===== src/rtl/rv32i_pkg.sv =====
// rtl/rv32i_pkg.sv - shared register-file types for the writeback path
package rv32i_pkg;

  localparam int NumRegs = 32;

  typedef logic [4:0]  reg_addr_t;
  typedef logic [31:0] xlen_t;

  typedef struct packed {
    reg_addr_t rd;
    xlen_t     data;
  } wb_req_t;

endpackage


===== src/rtl/wb_fifo.sv =====
// rtl/wb_fifo.sv - small synchronous FIFO of writeback requests
module wb_fifo
  import rv32i_pkg::*;
#(
  parameter int Depth = 2,
  localparam int PtrW = $clog2(Depth),
  localparam int CntW = $clog2(Depth + 1)
) (
  input  logic            clk,
  input  logic            rst,
  input  logic            push,
  input  wb_req_t         push_data,
  input  logic            pop,
  output wb_req_t         head,
  output logic            full,
  output logic            empty,
  output logic [CntW-1:0] count
);

  wb_req_t         r_mem [Depth];
  logic [PtrW-1:0] r_wr_ptr;
  logic [PtrW-1:0] r_rd_ptr;
  logic [CntW-1:0] r_count;
  logic            w_do_push;
  logic            w_do_pop;

  assign w_do_push = push && !full;
  assign w_do_pop  = pop && !empty;

  // Storage is not reset; the count alone decides what is valid.
  always_ff @(posedge clk) begin
    if (w_do_push) begin
      r_mem[r_wr_ptr] <= push_data;
    end
  end

  always_ff @(posedge clk or negedge rst) begin
    if (!rst) begin
      r_wr_ptr <= '0;
      r_rd_ptr <= '0;
      r_count  <= '0;
    end else begin
      if (w_do_push) r_wr_ptr <= r_wr_ptr + 1'b1;
      if (w_do_pop)  r_rd_ptr <= r_rd_ptr + 1'b1;
      if (w_do_push && !w_do_pop) begin
        r_count <= r_count + 1'b1;
      end else if (!w_do_push && w_do_pop) begin
        r_count <= r_count - 1'b1;
      end
    end
  end

  assign full  = (r_count == CntW'(Depth));
  assign empty = (r_count == '0);
  assign count = r_count;
  assign head  = r_mem[r_rd_ptr];

endmodule


===== src/rtl/regfile_wb_scheduler.sv =====
// rtl/regfile_wb_scheduler.sv - arbitrates the register file write port between EX and LSU
// and tracks long-latency destinations in a busy scoreboard.
module regfile_wb_scheduler
  import rv32i_pkg::*;
#(
  parameter int DataWidth   = 32,
  parameter int RegAddress  = 5,
  parameter int LsuQDepth   = 2,
  parameter int StarveLimit = 4
) (
  input  logic                  clk,
  input  logic                  rst,
  input  logic                  ex_valid,
  input  logic [RegAddress-1:0] ex_rd,
  input  logic [DataWidth-1:0]  ex_data,
  input  logic                  lsu_valid,
  output logic                  lsu_ready,
  input  logic [RegAddress-1:0] lsu_rd,
  input  logic [DataWidth-1:0]  lsu_data,
  input  logic                  sb_set,
  input  logic [RegAddress-1:0] sb_set_rd,
  input  logic [RegAddress-1:0] iss_rs1,
  input  logic [RegAddress-1:0] iss_rs2,
  input  logic [RegAddress-1:0] iss_rd,
  output logic                  hazard_stall,
  output logic                  starve_stall,
  output logic                  rf_write_enable,
  output logic [RegAddress-1:0] rf_write_addr,
  output logic [DataWidth-1:0]  rf_write_data
);

  localparam int NumEntries = 2 ** RegAddress;
  localparam int StarveW    = $clog2(StarveLimit + 1);
  localparam int QCntW      = $clog2(LsuQDepth + 1);

  wb_req_t               w_push_req;
  wb_req_t               w_head;
  logic                  w_full;
  logic                  w_empty;
  logic [QCntW-1:0]      w_count;
  logic                  w_push;
  logic                  w_pop;
  logic [RegAddress-1:0] w_sel_rd;
  logic [DataWidth-1:0]  w_sel_data;
  logic [NumEntries-1:0] r_busy;
  logic [NumEntries-1:0] w_busy_nxt;
  logic [StarveW-1:0]    r_starve_cnt;
  logic [StarveW-1:0]    w_starve_nxt;

  // Writes to x0 are accepted on the handshake but never enqueued.
  assign w_push          = lsu_valid && !w_full && (lsu_rd != '0);
  assign w_push_req.rd   = lsu_rd;
  assign w_push_req.data = lsu_data;

  wb_fifo #(
    .Depth(LsuQDepth)
  ) u_lsu_q (
    .clk      (clk),
    .rst      (rst),
    .push     (w_push),
    .push_data(w_push_req),
    .pop      (w_pop),
    .head     (w_head),
    .full     (w_full),
    .empty    (w_empty),
    .count    (w_count)
  );

  assign lsu_ready  = !w_full;
  assign w_pop      = !ex_valid && !w_empty;
  assign w_sel_rd   = ex_valid ? ex_rd : w_head.rd;
  assign w_sel_data = ex_valid ? ex_data : w_head.data;

  assign rf_write_enable = rst && (ex_valid || !w_empty) && (w_sel_rd != '0);
  assign rf_write_addr   = w_sel_rd;
  assign rf_write_data   = w_sel_data;

  // A new long-latency dispatch must win over the retiring write to the same register.
  always_comb begin
    w_busy_nxt = r_busy;
    if (w_pop) w_busy_nxt[w_head.rd] = 1'b0;
    if (sb_set) w_busy_nxt[sb_set_rd] = 1'b1;
    w_busy_nxt[0] = 1'b0;
  end

  always_comb begin
    w_starve_nxt = '0;
    if (ex_valid && (w_count != '0)) begin
      w_starve_nxt = starve_stall ? r_starve_cnt : r_starve_cnt + 1'b1;
    end
  end

  always_ff @(posedge clk or negedge rst) begin
    if (!rst) begin
      r_busy       <= '0;
      r_starve_cnt <= '0;
    end else begin
      r_busy       <= w_busy_nxt;
      r_starve_cnt <= w_starve_nxt;
    end
  end

  assign hazard_stall = r_busy[iss_rs1] | r_busy[iss_rs2] | r_busy[iss_rd];
  assign starve_stall = (r_starve_cnt == StarveW'(StarveLimit));

endmodule


===== config.mk =====
export PLATFORM = sky130hd
export DESIGN_NAME = regfile_wb_scheduler
export DESIGN_NICKNAME = d
export VERILOG_FILES = /design/src/rtl/rv32i_pkg.sv /design/src/rtl/wb_fifo.sv /design/src/rtl/regfile_wb_scheduler.sv
export SDC_FILE = /design/constraint.sdc
export NUM_CORES = 1
export LEC_CHECK = 0
export CAP_MARGIN = 30
export CORE_MARGIN = 3
export CORE_UTILIZATION = 40
export DETAILED_ROUTE_END_ITERATION = 7
export PLACE_DENSITY = 0.75
export SKIP_LAST_GASP = 1
export SLEW_MARGIN = 20
export SYNTH_ARGS = -nofsm -noshare
export SYNTH_HDL_FRONTEND = slang
export SYNTH_SLANG_ARGS = --single-unit

===== constraint.sdc =====
create_clock -name clk -period 3.5 [get_ports clk]
set_clock_uncertainty 0.15 [all_clocks]
set_input_delay 0.875 -clock clk [delete_from_list [all_inputs] [get_ports clk]]
set_output_delay 0.875 -clock clk [all_outputs]
set_load 0.01 [all_outputs]

; ---- Yosys cells after proc, flatten, opt, wreduce, memory -nomap -nowiden
; Memory sizes are Yosys's and may differ from the RTL's.
; Index checks and enable logic that the tools add are counted.
[word_totals]
mem_count = 1
rom_bits = 0
ramBits = 74
latchBits = 0
output_inout_bits = 41
input_bits = 99
word_cells = 69
register_bits = 38
[mem_list]
columns = memory, depth, word_bits, rd, rd_clocked_by_memory_dff, write_ports, line
row1 = u_lsu_q.r_mem, 2, 37, 1, 0, 1, wb_fifo.sv:20  ; wb_req_t r_mem [Depth];
[classes]
n_reduce_logical = 23
bitwise = 5
n_div = 0
n_mul = 0
n_mux = 20
n_eq_ne = 3
n_shift = 0
n_addsub = 5
n_lt_le_gt_ge = 7
[op_table]
columns = cell, n
row1 = 2-to-1 mux 32 bit, 3
row2 = bitwise AND 32 bit, 1
row3 = NOT 32 bit, 1
row4 = bitwise OR 32 bit, 1
row5 = "< comparator 5 x 6 -> 1 bit, second input constant", 5
row6 = binary-select mux 1 bit (select 5 bit), 3
row7 = logical AND 1 bit, 12
row8 = demux 1 bit (select 5 bit), 2
row9 = ">= comparator 5 x 1 -> 1 bit, second input constant", 2
row10 = nonzero test 5 bit, 2
row11 = 2-to-1 mux 1 bit, 7
row12 = 2-to-1 mux 3 bit, 2
row13 = zero test 1 bit, 5
row14 = 2-to-1 mux 5 bit, 1
row15 = 2-to-1 mux 2 bit, 2
row16 = nonzero test 2 bit, 2
row17 = "adder 3 x 1 -> 3 bit, second input constant", 1
row18 = "== test 3 bit, second input constant", 1
row19 = "adder 1 bit, second input constant", 2
row20 = "adder 2 x 1 -> 2 bit, second input constant", 1
row21 = "== test 2 bit, second input constant", 1
row22 = zero test 2 bit, 1
row23 = "!= test 2 bit, second input constant", 1
row24 = bitwise OR 1 bit, 2
row25 = other kinds (2), 2

; ---- Depth between registers and ports, before layout
; An unclocked memory read counts as a cell.
[logic_depth]
depth_word = 10
ltp_mapped = 7
ltp_nobuf = 7

; ---- Cells and area by module
; Synthesis repeated with hierarchy kept, for this count alone.
[hier_totals]
cells_unflattened = 394
area_unflattened_um2 = 5698.0
[by_module_without_submodules]
columns = mod, n_inst, cells_per_inst, area_per_inst_um2, seq_area_each_um2
row1 = wb_fifo, 1, 134, 2949.1, 2322.2
row2 = regfile_wb_scheduler, 1, 260, 2748.9, 850.8

; ---- Worst setup path after synthesis
; Ideal clock, no wire load.
[synth_timing]
path_kind = input to register
from = in lsu_rd[3]
to = mem u_lsu_q.r_mem[0][0] (netlist name) (enable)
t_arrival_ns = 2.676
setup_time_ns = 0.431
t_required_ns = 2.919
stages = 3
n_path_buf = 0
path_slack_ns = 0.243
path_cell_list = or4_1 -> o211ai_1 -> nor2_1
[synth_via]
elab_chain_cells = 5
[synth_lines]
columns = item, line
row1 = from (decl), regfile_wb_scheduler.sv:18  ; input logic [RegAddress-1:0] lsu_rd,
row2 = nonzero test 5 bit, regfile_wb_scheduler.sv:51  ; assign w_push = lsu_valid && !w_full && (lsu_rd != '0);
row3 = logical AND 1 bit, regfile_wb_scheduler.sv:51
row4 = logical AND 1 bit, wb_fifo.sv:27  ; assign w_do_push = push && !full;
row5 = 2-to-1 mux 1 bit, wb_fifo.sv:32  ; if (w_do_push) begin
row6 = 2-to-1 mux 1 bit (implied by the code), wb_fifo.sv:33  ; r_mem[r_wr_ptr] <= push_data;
row7 = to (decl), wb_fifo.sv:20
; No other way between the ends.

; ---- Worst setup path after layout
[layout_timing]
from = in iss_rd[0]
to = out hazard_stall
[layout_via]
elab_chain_cells = 3
[layout_lines]
columns = item, line
row1 = from (decl), regfile_wb_scheduler.sv:24  ; input logic [RegAddress-1:0] iss_rd,
row2 = binary-select mux 1 bit (select 5 bit), regfile_wb_scheduler.sv:103  ; assign hazard_stall = r_busy[iss_rs1] | r_busy[iss_rs2] | r_busy[iss_rd];
row3 = 2-to-1 mux 1 bit (implied by the code), regfile_wb_scheduler.sv:103
row4 = bitwise OR 1 bit, regfile_wb_scheduler.sv:103
row5 = to (decl), regfile_wb_scheduler.sv:25  ; output logic hazard_stall,
; No other way between the ends. The select of a mux whose other input is x is not followed.

==> results.md <==
* TritonCTS Sinks at 112
* Peak Freq at 290.1 MHz
* Critical Path Fanout Max at 6
* Largest delay share family, worst path: buffers and inverters
* # rows at 42
* Overflow after GRT at 0
* CTS tree: done
* Synth Cell Area at 0.005632 mm2
* Initial core utilization at 41.70%
* Drt pass-1 iters at 5
* MaxCap Viol Count at 0
* Crit path depth at 7
* Worst-Margin Slew at 0.8847 ns
* Type of the worst min-delay path: reg -> reg
* Slew HR at 41.02%
* Worst R2R Start: u_lsu_q.count[0]$_DFFE_PN0P_
* Seq. cell area at 0.003174 mm2
* Worst path cell trace: dlygate4sd2_1 > buf_6 > mux4_2 > nand2b_4 > a311oi_2 > nand4_1 > buf_2
* Final Hold Fails at 0
* Tot Pwr at 5.108 mW
* Hold Crit Start: u_lsu_q.count[1]$_DFFE_PN0P_
* Library cells used by synthesis at 51
* Fin. max-slew vios at 0
* Hold_ws at 0.3922 ns
* Critical Path Sink Type: output pin
* Leak at 2.907 nW
* Vias at 4473
* Hold Crit Depth at 1
* Fillcell total at 1126
* Total GRT Usage at 20.06%
* Vias per inst at 5.543
* IO Port Bufs at 139
* Global-route wire length before repair at 24.73 mm
* Worst EP arrival at 2.42 ns
* RSZ-0062 raised after global routing: yes
* CTS Root Buffer Type: clkbuf_16
* Period minus WS final at 3.448 ns
* Hpwl dp at 11.94 mm
* Cts bufs inserted at 9
* Fin util at 56.95%
* Ys async rst share at 33.93%
* WP buf/inv at 3
* Clk buf depth at 2
* # hold bufs at CTS at 0
* Mapped Cells at 464
* Area delta synth->final at 36.57%
* Die Y at 124.7 um
* Multi-input logic area at 0.002332 mm2
* Commonest non-fill, non-tap cell in the layout: clkdlybuf4s50_1
* Final setup viols at 0
* Largest net degree at the start of global routing at 65
* Post-synth EDFFs at 74
* Required @ worst endpoint at 2.47 ns
* Commonest cells after routing, fill and taps aside: 126 x clkdlybuf4s50_1, 89 x o21ai_0, 74 x edfxtp_1
* Antenna Cells at 0
* Seq/Total Area, Yosys at 56.34%
* Setup WS pre-CTS at -0.6546 ns
* Worst-case reg-to-reg path depth at 4
* Die Area at 0.01554 mm2
* Worst setup SP type: input pin
* Remaining DRCs at 0
* Post-DRT Antenna Nets at 0
* Setup WS post-layout at 0.05246 ns
* DIE WIDTH at 124.7 um
* Clock Latency Late Sink at 0.34 ns
* Synth warn at 0
* Initial antenna violation count at 0
* Number of synthesized register bits at 112
* Kind of critical path: in -> out
* Routability cong. at 0.9172
* # IOs at 140
* Post-Route WL at 15.78 mm
* Post-Syn Area per Cell at 12.14 um2
* Total nets after synthesis at 566
* Power per cell area at 664.2 mW/mm2
* Iteration-0 DRC count of the detailed router at 307
* CP Launch Point: iss_rd[0]
* Vias in the first global route at 4638
* Routed len/inst at 19.55 um
* Ys flop type: edfxtp_1
* Reg clk slew, reported paths at 0.07 ns
* Status: complete, no violations
* H-Tree Depth at 3
* Worst vdd ir at 0.0003707 V
* Fin nets at 728
* Max incr delay on CP at 0.50 ns
* Slowest CP cell: mux4_2
* Core box area at 0.01351 mm2
* Share of layout cells above drive strength 1 at 14.42%
* Tcrit/Tclk final at 98.50%
kinds of logic after synthesis:
family	Yosys count	share of synthesized area, %
DFF	112	56.34
AOI/OAI and AO/OA	125	12.71
muxes	73	16.55
buffers and inverters	30	2.955
xor gates and xnor gates	6	0.9333
and+or+nand+nor	115	9.843
adders and majority gates	3	0.6666
metrics by stage:
| stage | TNS [ns] | std cells | area, um2 |
|---|---|---|---|
| after global placement | -0.6190 | 786 | 7335 |
| after floorplan | 0 | 464 | 5632 |
| after CTS | 0 | 803 | 7670 |
| final | 0 | 807 | 7691 |
| after detailed placement | -0.6546 | 787 | 7362 |
| after global routing | -0.02603 | 807 | 7691 |
path summary, 6_finish.rpt:
check	end	slack [ns]
max	hazard_stall	0.05
min	u_lsu_q.count[1]$_DFFE_PN0P_	0.39
max reg2reg	u_lsu_q.r_mem[1][25]$_DFFE_PP_	1.38
min reg2reg	u_lsu_q.count[1]$_DFFE_PN0P_	0.39
max in group asynchronous	u_lsu_q.r_rd_ptr$_DFFE_PN0P_	2.02
min in group asynchronous	u_lsu_q.count[1]$_DFFE_PN0P_	0.83
cells in the mapped netlist (2+ instances only):
cell type / instances / share of area [%]
o21ai_0: 89 / 7.9
edfxtp_1: 74 / 39
nand2_1: 56 / 3.7
mux2i_1: 44 / 7.8
dfrtp_1: 38 / 17
nor2_1: 17 / 1.1
mux2_2: 11 / 2.2
inv_1: 10 / 0.67
mux4_2: 9 / 3.6
nand3b_1: 9 / 1.2
o21ai_1: 9 / 0.80
nor2b_1: 8 / 0.89
nand3_1: 6 / 0.53
buf_4: 5 / 0.67
clkbuf_1: 5 / 0.33
a21oi_1: 4 / 0.36
buf_2: 4 / 0.36
buf_6: 4 / 0.80
mux2_1: 4 / 0.80
mux4_1: 4 / 1.9
nor3_1: 4 / 0.36
a2111oi_0: 3 / 0.47
ha_1: 3 / 0.67
nand2b_1: 3 / 0.33
o2111ai_1: 3 / 0.47
or3b_2: 3 / 0.47
xnor2_1: 3 / 0.47
xor2_1: 3 / 0.47
a221oi_1: 2 / 0.31
buf_1: 2 / 0.13
nor3b_1: 2 / 0.27
nor4b_1: 2 / 0.31
o22ai_1: 2 / 0.22
o31ai_1: 2 / 0.27
layout make-up:
cell class,instances,area share [%]
clock buffers,10,2.977
inverters,10,0.4880
multi-input cells,322,30.32
repair buffers,171,21.29
flip-flops and latches,112,41.27
clock inverters,6,0.7809
well taps,176,2.863
metal layers:
metal  track usage (%)  up-vias  part of all wire, %
li1                  -     2079                    -
met1             24.92     2138                   40
met2             33.11      213                   48
met3             5.403       43                  9.1
met4             8.446        0                  3.3
met5                 0        -                    0
flip-flops by register name, summed over array words and instances (netlist names):
signal            cells
u_lsu_q.r_wr_ptr      1
r_starve_cnt          3
u_lsu_q.count         2
u_lsu_q.r_rd_ptr      1
r_busy               31
u_lsu_q.r_mem        74
what timing repair did:
action                                  4_1_cts  5_1_grt
pin swaps                                     3        2
resized for setup                            24       14
endpoints found under the setup margin        1        2
gates cloned                                  0        1
setup buffers                                 0        3
where the power goes:
part / internal (mW) / leakage [nW] / switching, mW / total [mW]
sequential: 1.86 / 1.15 / 0.424 / 2.28
clock: 0.552 / 0.140 / 0.448 / 1.00
combinational: 0.934 / 1.62 / 0.891 / 1.82
total: 3.34 / 2.91 / 1.76 / 5.11
(Power assumes the default switching activity.)
